--- src/rtl/spi_arbiter.sv ---
// Shares one spi_ctrl engine between two requesters. Each requester owns the bus for a
// whole transaction. The divider/latency config is applied before the first byte when it changes.
module spi_arbiter #(
    parameter logic [1:0] DEFAULT_DIVIDER = 2'd1,
    parameter logic       DEFAULT_LATENCY = 1'b0
) (
    input  logic       clk_i,
    input  logic       rst_i,
    input  logic       req0_valid_i,
    input  logic [7:0] req0_data_i,
    input  logic       req0_dc_i,
    input  logic       req0_last_i,
    input  logic [1:0] req0_divider_i,
    input  logic       req0_latency_i,
    output logic       req0_ready_o,
    output logic       req0_rvalid_o,
    input  logic       req1_valid_i,
    input  logic [7:0] req1_data_i,
    input  logic       req1_dc_i,
    input  logic       req1_last_i,
    input  logic [1:0] req1_divider_i,
    input  logic       req1_latency_i,
    output logic       req1_ready_o,
    output logic       req1_rvalid_o,
    output logic [7:0] rdata_o,
    output logic [1:0] grant_o,
    output logic       spi_start_o,
    output logic [7:0] spi_data_in_o,
    output logic       spi_dc_o,
    output logic       spi_end_txn_o,
    output logic       spi_set_config_o,
    output logic [1:0] spi_divider_o,
    output logic       spi_read_latency_o,
    input  logic [7:0] spi_data_out_i,
    input  logic       spi_busy_i
);

    localparam logic [2:0] S_IDLE   = 3'd0;
    localparam logic [2:0] S_CONFIG = 3'd1;
    localparam logic [2:0] S_SEND   = 3'd2;
    localparam logic [2:0] S_HOLD   = 3'd3;
    localparam logic [2:0] S_WAIT   = 3'd4;
    localparam logic [2:0] S_OWN    = 3'd5;

    logic [2:0] state_q, state_d;
    logic [1:0] grant_q, grant_d;
    logic       rr_q, rr_d;
    logic       cfg_valid_q, cfg_valid_d;
    logic       last_q, last_d;
    logic [1:0] div_q, div_d;
    logic       lat_q, lat_d;
    logic [7:0] rdata_q, rdata_d;
    logic [1:0] rvalid_q, rvalid_d;

    logic       owner;
    logic       own_valid;
    logic [7:0] own_data;
    logic       own_dc;
    logic       own_last;
    logic       sel;
    logic [1:0] sel_div;
    logic       sel_lat;
    logic       send;

    assign owner     = grant_q[1];
    assign own_valid = owner ? req1_valid_i : req0_valid_i;
    assign own_data  = owner ? req1_data_i  : req0_data_i;
    assign own_dc    = owner ? req1_dc_i    : req0_dc_i;
    assign own_last  = owner ? req1_last_i  : req0_last_i;

    // On contention the round-robin pointer picks; otherwise whoever is valid.
    assign sel     = (req0_valid_i && req1_valid_i) ? rr_q : req1_valid_i;
    assign sel_div = sel ? req1_divider_i : req0_divider_i;
    assign sel_lat = sel ? req1_latency_i : req0_latency_i;

    always_comb begin
        state_d     = state_q;
        grant_d     = grant_q;
        rr_d        = rr_q;
        cfg_valid_d = cfg_valid_q;
        last_d      = last_q;
        div_d       = div_q;
        lat_d       = lat_q;
        rdata_d     = rdata_q;
        rvalid_d    = 2'b00;
        case (state_q)
            S_IDLE: begin
                if (req0_valid_i || req1_valid_i) begin
                    grant_d = sel ? 2'b10 : 2'b01;
                    if (!cfg_valid_q || sel_div != div_q || sel_lat != lat_q) begin
                        div_d   = sel_div;
                        lat_d   = sel_lat;
                        state_d = S_CONFIG;
                    end else begin
                        state_d = S_SEND;
                    end
                end
            end
            S_CONFIG: begin
                cfg_valid_d = 1'b1;
                state_d     = own_valid ? S_SEND : S_OWN;
            end
            S_SEND: begin
                last_d  = own_last;
                state_d = S_HOLD;
            end
            S_HOLD: state_d = S_WAIT;
            S_WAIT: begin
                if (!spi_busy_i) begin
                    rdata_d  = spi_data_out_i;
                    rvalid_d = grant_q;
                    if (last_q) begin
                        grant_d = 2'b00;
                        rr_d    = ~owner;
                        state_d = S_IDLE;
                    end else begin
                        state_d = S_OWN;
                    end
                end
            end
            S_OWN: begin
                if (own_valid) state_d = S_SEND;
            end
            default: state_d = S_IDLE;
        endcase
    end

    always_ff @(posedge clk_i) begin
        if (rst_i) begin
            state_q     <= S_IDLE;
            grant_q     <= 2'b00;
            rr_q        <= 1'b0;
            cfg_valid_q <= 1'b0;
            last_q      <= 1'b0;
            div_q       <= DEFAULT_DIVIDER;
            lat_q       <= DEFAULT_LATENCY;
            rdata_q     <= 8'h00;
            rvalid_q    <= 2'b00;
        end else begin
            state_q     <= state_d;
            grant_q     <= grant_d;
            rr_q        <= rr_d;
            cfg_valid_q <= cfg_valid_d;
            last_q      <= last_d;
            div_q       <= div_d;
            lat_q       <= lat_d;
            rdata_q     <= rdata_d;
            rvalid_q    <= rvalid_d;
        end
    end

    // Byte fields pass straight through from the owner only while SEND is active.
    assign send               = (state_q == S_SEND);
    assign spi_start_o        = send;
    assign spi_data_in_o      = send ? own_data : 8'h00;
    assign spi_dc_o           = send & own_dc;
    assign spi_end_txn_o      = send & own_last;
    assign spi_set_config_o   = (state_q == S_CONFIG);
    assign spi_divider_o      = div_q;
    assign spi_read_latency_o = lat_q;
    assign req0_ready_o       = send & grant_q[0];
    assign req1_ready_o       = send & grant_q[1];
    assign req0_rvalid_o      = rvalid_q[0];
    assign req1_rvalid_o      = rvalid_q[1];
    assign rdata_o            = rdata_q;
    assign grant_o            = grant_q;

endmodule

--- config.mk ---
export PLATFORM = sky130hd
export DESIGN_NAME = spi_arbiter
export DESIGN_NICKNAME = d
export VERILOG_FILES = /design/src/rtl/spi_arbiter.sv
export SDC_FILE = /design/constraint.sdc
export NUM_CORES = 1
export LEC_CHECK = 0
export ABC_AREA = 1
export CORE_MARGIN = 2
export CORE_UTILIZATION = 35
export CTS_CLUSTER_DIAMETER = 50
export DETAILED_ROUTE_END_ITERATION = 8
export PLACE_DENSITY = 0.81
export RECOVER_POWER = 100
export SLEW_MARGIN = 15
export SYNTH_ARGS = -nofsm -noshare
export SYNTH_HDL_FRONTEND = slang
export SYNTH_SLANG_ARGS = --single-unit
--- constraint.sdc ---
create_clock -name clk_i -period 1.4 [get_ports clk_i]
set_clock_uncertainty 0.1 [all_clocks]
set_input_delay 0.28 -clock clk_i [delete_from_list [all_inputs] [get_ports clk_i]]
set_output_delay 0.28 -clock clk_i [all_outputs]
set_load 0.005 [all_outputs]
==> impl_results.md <==
* Root buffer cell: clkbuf_4
* GP Congestion at 0.824
* Post-synth EDFFs at 0
* Sequential area share after synthesis at 33.5%
* Power Density at 1460 mW/mm2
* WL per Instance at 14.9 um
* Min Clock Period, post-route at 1.71 ns
* Initial core utilization at 37.0%
* Final core utilization at 78.4%
* Largest net degree at the start of global routing at 14
* Post-placement setup slack at -0.526 ns
* Vias/cell at 4.90
* All-Layer GR Usage at 21.5%
* Synth top area share at 33.5%
* DR pass1 iterations at 4
* # clock sinks at 21
* Failing checks: negative setup slack
* Synthesized Nets at 236
* Top_reg_cell synth: dfxtp_1
* Die H at 63.9 um
* Post-synth top cells: 52 x nand2_1, 34 x nor2_1, 21 x dfxtp_1
* Area contributors post-synth: dfxtp_1 34%, nand2_1 16%, nor2_1 10%
* Initial antenna violation count at 0
* Worst-margin pin slew at 0.260 ns
* FMAX at 583 MHz
* Critical path type: reg2out
* CP max FO at 6
* Clock Path Buffers at 2
* Global-route wire length before repair at 7130 um
* Die area at 0.00408 mm2
* IO buf count at 67
* Syn. warnings at 0
* Post-synthesis average cell area at 6.36 um2
* Via count at 1740
* Syn Inst Count at 197
* Synth Register Bits at 21
* Cell with the most instances after synthesis: nand2_1
* R2r setup slk at -0.24 ns
* Nets at 349
* WP data arrival at 1.33 ns
* Leakage at 0.00123 uW
* Core footprint at 0.00339 mm2
* Fraction of layout cells with a size suffix above 1 at 50.5%
* Clock Pin Slew Worst Setup and Hold Paths at 0.13 ns
* WP data required at 1.02 ns
* DP Area at 0.00213 mm2
* VDD IR-drop max at 0.000882 V
* Worst setup SP type: register
* Hpwl dp at 2880 um
* Unique masters post-synth at 23
* Unrepaired setup endpoints after global routing: yes
* Cell total after placement at 329
* Netlist Area Pre-Place at 0.00125 mm2
* Post-route insts no fill at 355
* Fillers at 209
* N_diodes at 0
* Skew-Pair Late Insertion Delay at 0.31 ns
* Number of global-route vias before repair at 1670
* Area leader, netlist: dfxtp_1
* Number of max-slew violations in the final report at 0
* Fin crit share at 122%
* Async S/R FF share, synth at 0%
* H-tree depth at 1
* HP Class: reg2reg
* Area grow syn2layout at 112%
* WHS at 0.423 ns
* Outcome: finished with violations
* Final Setup Violations at 33
* Final WL at 5290 um
* Routed Antenna Nets at 0
* Fin. Hold Viols at 0
* Max cap viols at 0
* Gr ovfl total at 0
* Initial DRC count at 99
* Rel. slew slack at 82.5%
* I/O pins at 68
* Num CTS Buffers at 3
* DR DRC count at 0
* Crit. End Element: output port
* CTS tree: built
* PnR worst setup slack at -0.315 ns
* DIE WIDTH at 63.9 um
* Rows at 21
* Final instance area at 0.00266 mm2
sequential cells by signal, summed over array words and instances, names as in the netlist:
name,cells
rr_q,1
grant_o,2
state_q,3
rdata_o,8
rvalid_q,2
cfg_valid_q,1
last_q,1
spi_divider_o,2
spi_read_latency_o,1
metrics by stage:
stage | TNS, ns | power [uW]
after CTS | -4.85 | 3530
after detailed placement | -10.18 | 2610
after floorplan | -0.208 | 1750
after global placement | -8.76 | 2570
after global routing | -9.55 | 4090
final | -6.90 | 3870
area by class of cell:
cell class | instances | area (um2) | share of cell area [%]
multi-input combinational | 144 | 1010 | 38.1
clock buffer | 3 | 22.5 | 0.847
tap | 46 | 57.6 | 2.17
inverter | 25 | 104 | 3.91
clock inverter | 1 | 7.51 | 0.282
timing repair buffer | 115 | 1020 | 38.5
sequential | 21 | 429 | 16.1
critical path, stage by stage (launching register included):
cell and delay, ns:
dfxtp_2 0.35, inv_2 0.07, nand2_4 0.05, nor2_4 0.11, inv_4 0.07, buf_8 0.14
a21oi_2 0.12, buf_2 0.13
routing by layer:
layer	vias to the layer above	global-route usage (%)	routed length (um)
li1	848	-	-
met1	816	25.2	2120
met2	62	40.5	2810
met3	14	3.52	235
met4	0	4.62	126
met5	-	0	0
what timing repair did:
action,CTS,global route
gates cloned,1,0
buffers inserted,12,12
endpoints found under the setup margin,48,35
gates resized for setup,146,66
pin swaps,20,25
hold buffers,0,0
placed cells by master (no fill, tap or decap), drive strengths merged:
cell type       n
nand3b          1
nor2           40
o2111ai         1
dfxtp          21
o21a            1
a211oi          2
o21ai          12
clkinvlp        1
nor3            2
dlygate4sd2    16
clkbuf          5
inv            24
nand2          54
clkdlybuf4s50  36
a21oi          16
buf            61
o22ai           1
or2             1
clkinv          1
nand3          13
logic make-up after synthesis:
family	count (synthesis)	share of synthesized area, %
DFF	21	33.5
AOI/OAI and AO/OA	33	15.0
and+or+nand+nor	111	40.5
buffers and inverters	32	11.0
report_power, final:
part / internal (uW) / switching, uW / leakage, uW
clock: 109 / 202 / 0.0000139
sequential: 761 / 129 / 0.000174
combinational: 1310 / 1360 / 0.00104
total: 2180 / 1690 / 0.00123
worst paths after layout:
kind | end | start | cells past startpoint
setup / recovery | spi_data_in_o[7] | state_q[2]$_SDFFE_PP0P_ | 7
hold / removal | rdata_o[3]$_SDFFE_PP0P_ | rdata_o[3]$_SDFFE_PP0P_ | 2
setup reg to reg | state_q[0]$_SDFFE_PP0P_ | state_q[1]$_SDFFE_PP0P_ | 10
hold reg to reg | rdata_o[3]$_SDFFE_PP0P_ | rdata_o[3]$_SDFFE_PP0P_ | 2
Power figures use the tool's default switching activity.
